`src/rtl/periph_pkg.sv`:
```
// Shared definitions for the peripheral bus arbiter: width defaults and FSM state type.
package periph_pkg;

    localparam int ADDR_W_DEF = 56;
    localparam int DATA_W_DEF = 128;

    typedef enum logic [1:0] {
        IDLE = 2'd0,
        BUSY = 2'd1,
        RESP = 2'd2
    } arb_state_t;

endpackage

```
`src/rtl/rr_arbiter.sv`:
```
// Combinational round-robin pick: the request at index ptr has highest priority,
// then ptr+1, ... wrapping at NUM_REQ. Output is one-hot, or zero with no requests.
module rr_arbiter
    import periph_pkg::*;
#(
    parameter int NUM_REQ = 4,
    parameter int PTR_W   = 2
) (
    input  logic [NUM_REQ-1:0] req,
    input  logic [PTR_W-1:0]   ptr,
    output logic [NUM_REQ-1:0] grant
);

    logic [2*NUM_REQ-1:0] req2;
    logic [NUM_REQ-1:0]   rot;
    logic [NUM_REQ-1:0]   rot_gnt;
    logic [2*NUM_REQ-1:0] gnt2;

    // Rotate so the priority index sits at bit 0, isolate the lowest set bit,
    // then rotate back.
    assign req2    = {req, req} >> ptr;
    assign rot     = req2[NUM_REQ-1:0];
    assign rot_gnt = rot & ((~rot) + NUM_REQ'(1));
    assign gnt2    = {rot_gnt, rot_gnt} << ptr;
    assign grant   = gnt2[2*NUM_REQ-1:NUM_REQ];

endmodule

```
`src/rtl/periph_bus_arbiter.sv`:
```
// Round-robin arbiter sharing one peripheral port among NUM_REQ requesters,
// with a per-transaction ack timeout. All outputs are registered.
module periph_bus_arbiter
    import periph_pkg::*;
#(
    parameter int NUM_REQ = 4,
    parameter int ADDR_W  = ADDR_W_DEF,
    parameter int DATA_W  = DATA_W_DEF,
    parameter int TIMEOUT = 255
) (
    input  logic                      clk,
    input  logic                      rst_n,
    input  logic [NUM_REQ-1:0]        m_req,
    input  logic [NUM_REQ-1:0]        m_we,
    input  logic [NUM_REQ*ADDR_W-1:0] m_addr,
    input  logic [NUM_REQ*DATA_W-1:0] m_wdata,
    output logic [NUM_REQ-1:0]        m_ack,
    output logic [NUM_REQ-1:0]        m_err,
    output logic [DATA_W-1:0]         m_rdata,
    output logic                      s_req,
    output logic                      s_we,
    output logic [ADDR_W-1:0]         s_addr,
    output logic [DATA_W-1:0]         s_wdata,
    input  logic                      s_ack,
    input  logic [DATA_W-1:0]         s_rdata
);

    localparam int PTR_W = (NUM_REQ > 1) ? $clog2(NUM_REQ) : 1;
    localparam int CNT_W = 16;

    arb_state_t         state;
    logic [PTR_W-1:0]   ptr;
    logic [PTR_W-1:0]   ptr_nxt;
    logic [NUM_REQ-1:0] grant;
    logic [NUM_REQ-1:0] win;
    logic [CNT_W-1:0]   cnt;
    logic               sel_we;
    logic [ADDR_W-1:0]  sel_addr;
    logic [DATA_W-1:0]  sel_wdata;

    rr_arbiter #(
        .NUM_REQ (NUM_REQ),
        .PTR_W   (PTR_W)
    ) u_rr (
        .req   (m_req),
        .ptr   (ptr),
        .grant (grant)
    );

    // Winner payload mux; ptr_nxt points one past the winner so it ranks last next time.
    always_comb begin
        sel_we    = 1'b0;
        sel_addr  = '0;
        sel_wdata = '0;
        ptr_nxt   = ptr;
        for (int i = 0; i < NUM_REQ; i++) begin
            if (grant[i]) begin
                sel_we    = m_we[i];
                sel_addr  = m_addr[i*ADDR_W +: ADDR_W];
                sel_wdata = m_wdata[i*DATA_W +: DATA_W];
                ptr_nxt   = (i == NUM_REQ - 1) ? '0 : PTR_W'(i + 1);
            end
        end
    end

    always_ff @(posedge clk or negedge rst_n) begin
        if (!rst_n) begin
            state   <= IDLE;
            ptr     <= '0;
            win     <= '0;
            cnt     <= '0;
            s_req   <= 1'b0;
            s_we    <= 1'b0;
            s_addr  <= '0;
            s_wdata <= '0;
            m_ack   <= '0;
            m_err   <= '0;
            m_rdata <= '0;
        end else begin
            m_ack <= '0;
            m_err <= '0;
            case (state)
                IDLE: begin
                    if (|m_req) begin
                        s_req   <= 1'b1;
                        s_we    <= sel_we;
                        s_addr  <= sel_addr;
                        s_wdata <= sel_wdata;
                        win     <= grant;
                        ptr     <= ptr_nxt;
                        cnt     <= '0;
                        state   <= BUSY;
                    end
                end
                BUSY: begin
                    // cnt holds completed BUSY cycles; an ack on the expiry cycle still wins.
                    if (s_ack) begin
                        s_req   <= 1'b0;
                        m_rdata <= s_rdata;
                        m_ack   <= win;
                        state   <= RESP;
                    end else if (cnt == CNT_W'(TIMEOUT - 1)) begin
                        s_req   <= 1'b0;
                        m_rdata <= '0;
                        m_ack   <= win;
                        m_err   <= win;
                        state   <= RESP;
                    end else begin
                        cnt <= cnt + 1'b1;
                    end
                end
                RESP: begin
                    cnt   <= '0;
                    state <= IDLE;
                end
                default: state <= IDLE;
            endcase
        end
    end

endmodule

```
`config.mk`:
```
export PLATFORM = sky130hd
export DESIGN_NAME = periph_bus_arbiter
export DESIGN_NICKNAME = d
export VERILOG_FILES = /design/src/rtl/periph_pkg.sv /design/src/rtl/rr_arbiter.sv /design/src/rtl/periph_bus_arbiter.sv
export SDC_FILE = /design/constraint.sdc
export NUM_CORES = 1
export LEC_CHECK = 0
export BUFFER_PORTS_ARGS = -buffer_cell sky130_fd_sc_hd__buf_2
export CAP_MARGIN = 20
export CORE_AREA = 10 10 462 464
export DETAILED_ROUTE_END_ITERATION = 8
export DIE_AREA = 0 0 472 474
export GPL_TIMING_DRIVEN = 1
export HOLD_SLACK_MARGIN = 0.12
export PLACE_DENSITY_LB_ADDON = 0.12
export SETUP_SLACK_MARGIN = 0.15
export SLEW_MARGIN = 20
export SYNTH_ARGS = -nofsm -noshare
export SYNTH_HDL_FRONTEND = slang
export SYNTH_SLANG_ARGS = --single-unit
```
`constraint.sdc`:
```
create_clock -name clk -period 5.95 [get_ports clk]
set_input_delay 0 -clock clk [delete_from_list [all_inputs] [get_ports clk]]
set_output_delay 0 -clock clk [all_outputs]
set_load 0.005 [all_outputs]
```
==> results of run 1 <==
sequential cells by signal, summed over array words and instances, names as in the netlist:
name,count
win,4
m_err,4
s_we,1
m_ack,4
ptr,2
state,2
m_rdata,128
s_addr,56
cnt,16
s_wdata,128
s_req,1
layout by cell type (no fill, tap or decap), types with 3 or more instances in the layout:
cell and n:
clkbuf_1 15, o21ai_1 7, a221oi_1 185, a21oi_1 3, a22o_1 128, bufinv_16 3, buf_4 23, o2bb2ai_1 185
clkinv_2 3, nor2_1 17, buf_2 1195, o31ai_1 5, clkbuf_8 11, o211ai_1 4, buf_12 11, diode_2 17
and3_1 3, nor3_1 7, nor2b_1 3, and2_1 8, xnor2_1 8, inv_1 6, o21ai_0 370, nand2_1 200
clkinvlp_4 3, nand4_1 3, dlygate4sd3_1 859, clkbuf_16 51, dfrtp_1 346, nor3b_1 3, nand3_1 5
cell usage after synthesis, drive strengths merged (4+ instances only):
library cell  instances
nor3                  8
a221oi              185
nand3                 5
xnor2                 8
nand2               200
o21ai               378
o31ai                 5
nor2                 17
inv                   6
buf                  42
and2                  9
o211ai                4
clkbuf              157
o2bb2ai             185
dfrtp               346
a22o                128
layer usage:
metal / global-route usage / vias to the layer above / routed length (um)
met3: 0.0454 / 181 / 12500
met2: 0.268 / 990 / 88300
met4: 0.0302 / 38 / 3760
met5: 0 / - / 238
li1: - / 10600 / -
met1: 0.156 / 11600 / 64200
final timing paths:
kind | start | to | slack (ns) | cells after the start
max in group asynchronous | rst_n | s_addr[15] | 4.52 | 4
min in group asynchronous | rst_n | m_rdata[45] | 0.54 | 4
max | ptr[0] | s_wdata[88] | 1.91 | 9
max reg2reg | ptr[0] | s_wdata[88] | 1.91 | 9
min | s_rdata[23] | m_rdata[23] | 0.17 | 3
min reg2reg | win[2] | win[2] | 0.49 | 2
critical path, cell delays in order (launching register included):
cell	delay (ns)
dfrtp_1	0.46
nor2b_1	0.10
nor3_1	0.14
o31a_2	0.64
buf_4	0.69
buf_4	0.40
a221oi_1	0.13
dlygate4sd3_1	0.60
o21ai_0	0.15
dlygate4sd3_1	0.56
repair_timing:
action | CTS | global route
endpoints found under the setup margin | 0 | 0
hold buffers | 860 | 0
hold endpoints to repair | 491 | 0
where the power goes:
part | total, mW | switching, mW | internal [mW] | leakage (nW)
logic | 8.83 | 4.77 | 4.07 | 11.0
clock network | 3.20 | 1.35 | 1.85 | 0.813
registers | 4.14 | 0.740 | 3.40 | 4.35
total | 16.2 | 6.86 | 9.32 | 16.2
cell type report:
type	count	area (sq um)
Inverter	6	22.5
Sequential cell	346	8660
Multi-Input combinational cell	1171	7690
Clock buffer	77	1480
Antenna cell	17	42.5
Clock inverter	12	208
Fill cell	23100	167000
Tap cell	2688	3360
Timing Repair Buffer	2090	15000
cell families (layout without fill, tap and decap cells):
kind of cell / after synthesis / in the layout / synth area share
compound gates: 894 / 894 / 0.374
xor+xnor: 9 / 9 / 0.00461
fa+ha+maj: 2 / 2 / 0.00146
buf+inv: 205 / 2185 / 0.0464
flops: 346 / 346 / 0.507
other cells: 0 / 17 / 0
simple gates: 266 / 266 / 0.0667
==> out/qor.yml, run 1 <==
place:
  dp.cells: 5441
  gp_congestion: 0.811
  preCtsSetupSlack_ns: 2.87
  place.detailed.hpwl_um: 134000
  numPortBuffers: 1196
  place_area_sq_um: 26100
global_route:
  grt_pass1_wl_um: 227000
  grt-ovfl-total: 0
  grt_antenna_before_repair: 64
  grt_max_degree: 131
  grt_usage: 0.143
  grt_pass1_vias: 25600
synth:
  synth_top_area_cell: "dfrtp_1"
  synth_top_flop_cell: "dfrtp_1"
  netlist_area_sq_um: 17100
  seq_area_frac_synth: 0.507
  yosysTopAreaCellShare: 0.507
  yosys_warnings: 0
  yosys_register_bits: 346
  yosys-top-cells-area: "dfrtp_1 (51%), o21ai_0 (11%), a221oi_1 (9.5%), o2bb2ai_1 (9.5%), a22o_1 (6.6%)"
  synth-edff-count: 0
  synthArstFlopShare: 1.00
  synth_cell_types: 43
  syn_inst: 1722
  syn_nets: 2599
  synth_area_per_cell_sq_um: 9.92
timing:
  final_max_slew_viol_count: 0
  setup_ws_ns: 1.91
  hold_viol: 0
  slew_headroom: 0.217
  tightestPinTransition_ns: 1.18
  fin_skew_ns: 0.0241
  setup_violations: 0
  final.period_utilization: 0.678
  tns_ns: 0
  timing.hold.ws_ns: 0.173
  fmax_ghz: 0.248
  fin_crit_ns: 4.04
  rsz0062_at_grt: "no"
routing:
  ant_nets: 0
  via_per_inst: 3.65
  first_iter_violations: 1221
  num_vias: 23400
  first_pass_iters: 5
  wire_per_inst_um: 26.4
  routed_wl_um: 169000
  drc: 0
floorplanning:
  rows: 166
  core_sq_um: 204000
  fp.dieH_um: 474
  fp.dieW_um: 472
  initial_core_util: 0.0838
  ioPinCount: 1197
  die-area_sq_um: 224000
clock_network:
  cts_tree: "built"
  root_buffer: "clkbuf_16"
  cts.path.max_buffers: 3
  cts_resized: 0
  clk_pin_slew_worst_paths_ns: 0.06
  htreeDepth: 2
  insertion_delay_ns: 0.67
  cts_made_buffers: 51
  postCtsSetupRepairBufs: 0
  cts_sinks: 346
final_layout:
  final_util: 0.179
  instances_no_fill: 6407
  syn2layout_area_growth_pct: 114
  final_cell_area_sq_um: 36500
  nets: 4543
  layout-drive-gt1-share: 0.356
power_and_ir_drop:
  p_leak_nw: 16.2
  irDropWorstVdd_v: 0.000305
  power_mw: 16.2
  power_density_nw_per_um2: 443
min_path:
  hold_path.class: "primary input to register"
critical_path:
  end_kind: "register"
  crit_type: "register to register"
  start_kind: "register"
  cp.arrival_ns: 4.63
  crit_required_ns: 6.54
  cp_max_fo: 57
run:
  maxCapViolCount: 0
run_status:
  outcome: "completed"
(Power assumes the default switching activity.)
==> inputs of run 2 (changes only) <==
--- a/config.mk
+++ b/config.mk
@@ -5,11 +5,12 @@
 export SDC_FILE = /design/constraint.sdc
 export NUM_CORES = 1
 export LEC_CHECK = 0
+export ABC_AREA = 1
 export BUFFER_PORTS_ARGS = -buffer_cell sky130_fd_sc_hd__buf_2
 export CAP_MARGIN = 20
-export CORE_AREA = 10 10 462 464
+export CORE_AREA = 10 10 454 456
 export DETAILED_ROUTE_END_ITERATION = 8
-export DIE_AREA = 0 0 472 474
+export DIE_AREA = 0 0 464 466
 export GPL_TIMING_DRIVEN = 1
 export HOLD_SLACK_MARGIN = 0.12
 export PLACE_DENSITY_LB_ADDON = 0.12
==> constraint.sdc (replaced) <==
create_clock -name clk -period 3.25 [get_ports clk]
set_input_delay 0 -clock clk [delete_from_list [all_inputs] [get_ports clk]]
set_output_delay 0 -clock clk [all_outputs]
set_load 0.005 [all_outputs]
==> run 2 against run 1 <==
Synthesized cell count rose by 66%. Register-to-register slack worse by 1.5 ns. Sequential cell count stayed put. Design area grew 17%. Clock-buffer cell count fell by 2. Via count up 28%. Non-clock buffer count grew 329. Highest routed layer unchanged. Fmax rose by 42%. Critical path type unchanged. Wire length increased by 6.8%.
==> out/qor.yml, run 2 <==
run_status:
  outcome: "completed"
synth:
  synthArstFlopShare: 1.00  # unchanged
  syn_inst: 2851  # +66%
  synth_area_per_cell_sq_um: 7.06  # -29%
  synth_top_flop_cell: "dfrtp_1"
  yosysTopAreaCellShare: 0.430  # -0.0764
  synth_common_cells: "nand2_1 (868), nand3_1 (706), dfrtp_1 (346), inv_1 (215), o21ai_0 (193)"
  synth_most_common_cell: "nand2_1"
  syn_nets: 3728  # +43%
  synth_cell_types: 31  # -28%
  synth-edff-count: 0  # unchanged
  seq_area_frac_synth: 0.430  # -0.0764
  yosys_warnings: 0  # unchanged
  netlist_area_sq_um: 20100  # +18%
  yosys-top-cells-area: "dfrtp_1 (43%), nand3_1 (18%), nand2_1 (16%), nand4_1 (5.9%), o21ai_0 (4.8%)"
  synth_top_area_cell: "dfrtp_1"
  yosys_register_bits: 346  # unchanged
global_route:
  grt-ovfl-total: 0  # unchanged
  grt_usage: 0.160  # +0.0167
  grt_pass1_vias: 32500  # +27%
  grt_max_degree: 132  # +0.76%
  grt_pass1_wl_um: 255000  # +12%
  grt_antenna_before_repair: 42  # -34%
timing:
  setup_violations: 0  # unchanged
  tightestPinTransition_ns: 0.709  # -0.466 ns
  fmax_ghz: 0.353  # +42%
  slew_headroom: 0.527  # +0.311
  timing.hold.ws_ns: 0.194  # +0.0212 ns
  hold_viol: 0  # unchanged
  rsz0062_at_grt: "no"
  final.period_utilization: 0.873  # +0.194
  fin_skew_ns: 0.0538  # +0.0296 ns
  fin_crit_ns: 2.84  # -1.20 ns
  final_max_slew_viol_count: 0  # unchanged
  tns_ns: 0  # unchanged
min_path:
  hp-start: "m_addr[223]"
  hold_path.class: "primary input to register"
final_layout:
  mostFrequentLayoutCells: "buf_2 (1194), dlygate4sd3_1 (1108), nand2_1 (868), nand3_1 (702), dfrtp_1 (345)"
  top_regs: "m_rdata: 128 flops, s_wdata: 128 flops, s_addr: 56 flops"
  fillers: 22200  # -4.1%
  layout_commonest_cell: "buf_2"
  nets: 5955  # +31%
  instances_no_fill: 7786  # +22%
  syn2layout_area_growth_pct: 113
  layout-drive-gt1-share: 0.279  # -0.0770
floorplanning:
  fp.dieH_um: 466  # -1.7%
  die-area_sq_um: 216000  # -3.4%
  core_sq_um: 197000  # -3.6%
  fp.dieW_um: 464  # -1.7%
  rows: 163  # -1.8%
  initial_core_util: 0.102  # +0.0186
  ioPinCount: 1197  # unchanged
routing:
  first_pass_iters: 7  # +2
  num_vias: 29900  # +28%
  wire_per_inst_um: 23.2  # -12%
  ant_nets: 0  # unchanged
  first_iter_violations: 1867  # +53%
  drc: 0  # unchanged
  via_per_inst: 3.84  # +5.3%
  routed_wl_um: 180000  # +6.8%
critical_path:
  cp_max_fo: 36  # -37%
  max_stage_delay_ns: 0.53  # -0.16 ns
  crit_type: "register to register"
  crit_chain: "inv_4, nand2_2, nand3_1, nand2_2, nand2_2, nor2_2, nand2_1, nand3_4, buf_12, nand3_1, nand4_1, nand2_1, dlygate4sd3_1, nand2_1"
  crit_start: "ptr[0]"
  cp.arrival_ns: 3.42  # -1.21 ns
  start_kind: "register"
  r2r-start: "ptr[0]"
  worst_path_max_delay_cell: "dlygate4sd3_1"
  crit_required_ns: 3.84  # -2.70 ns
  end_kind: "register"
clock_network:
  htreeDepth: 2  # unchanged
  clk_pin_slew_worst_paths_ns: 0.06  # about the same
  root_buffer: "clkbuf_16"
  cts_tree: "built"
  cts_sinks: 346  # unchanged
  insertion_delay_ns: 0.69  # +0.02 ns
  cts.path.max_buffers: 3  # unchanged
  cts_made_buffers: 53  # +3.9%
place:
  gp_congestion: 0.887  # +9.3%
  place.detailed.hpwl_um: 138000  # +2.8%
  dp.cells: 6550  # +20%
  numPortBuffers: 1196  # unchanged
power_and_ir_drop:
  power_mw: 39.4  # +140%
  irDropWorstVdd_v: 0.000636  # +110%
  power_density_nw_per_um2: 921  # +110%
  p_leak_nw: 21.1  # +30%
run:
  maxCapViolCount: 0  # unchanged
run 2: cell count changes after synthesis, sizes merged, moves of 185 or more:
cell     delta
inv       +213
a221oi    -185
nand3     +707
o2bb2ai   -185
nand2     +676
nand4     +188
run 2: path summary, 6_finish.rpt:
kind	to	slack (ns)	cells after the start
hold / removal	s_addr[55]	0.19	6
hold reg to reg	m_rdata[35]	0.47	2
setup / recovery	s_wdata[6]	0.41	14
min in group asynchronous	m_rdata[125]	0.56	4
setup reg to reg	s_wdata[6]	0.41	14
max in group asynchronous	s_wdata[77]	2.08	5
run 2: worst max-delay path, delay by kind of cell (launching register included):
family                 cells  cell delay (ns)
buffers and inverters      3             0.99
flip-flops                 1             0.49
AND/OR/NAND/NOR           11             1.20
run 2: repair_timing:
item                        CTS  global route
hold endpoints to repair    616             0
hold buffers               1109             0
gates resized for setup       0             5
buffers inserted              0             3
setup endpoints to repair     0             9
run 2: per-layer routing:
metal | routed length, um | global-route usage
met3 | 12500 | 0.0450
met5 | 116 | 0
met1 | 73200 | 0.188
met4 | 9180 | 0.0704
met2 | 85400 | 0.270
run 2: cell type report:
class / count / area (sq um) / area share
antenna: 24 / 60.1 / 0.00140
clock buffer: 75 / 1540 / 0.0359
clock inverter: 24 / 379 / 0.00885
inverter: 220 / 843 / 0.0197
multi-input combinational: 2038 / 9560 / 0.223
sequential: 346 / 8660 / 0.202
tap: 2640 / 3300 / 0.0771
timing repair buffer: 2419 / 18500 / 0.431
run 2: logic make-up after synthesis:
kind of cell    Yosys count  share of synthesized area
simple gates           1817                      0.412
fa+ha+maj                 2                    0.00124
buf+inv                 468                     0.0997
flops                   346                      0.430
compound gates          210                     0.0537
xor+xnor                  8                    0.00348
run 2: through the flow:
| step | worst slack (ns) | util | area, sq um |
|---|---|---|---|
| floorplan | 1.38 | - | 20100 |
| global placement | 0.389 | 0.151 | 29700 |
| detailed placement | 0.394 | 0.151 | 29700 |
| CTS | 0.182 | 0.217 | 42700 |
| global route | 0.158 | 0.218 | 42800 |
| finish | 0.414 | 0.218 | 42800 |
run 2: report_power, final:
| part | leakage (nW) | internal (mW) | switching, mW |
|---|---|---|---|
| registers | 4.27 | 6.41 | 1.51 |
| logic | 15.9 | 8.67 | 16.3 |
| clock network | 0.921 | 3.87 | 2.63 |
| total | 21.1 | 19.0 | 20.5 |
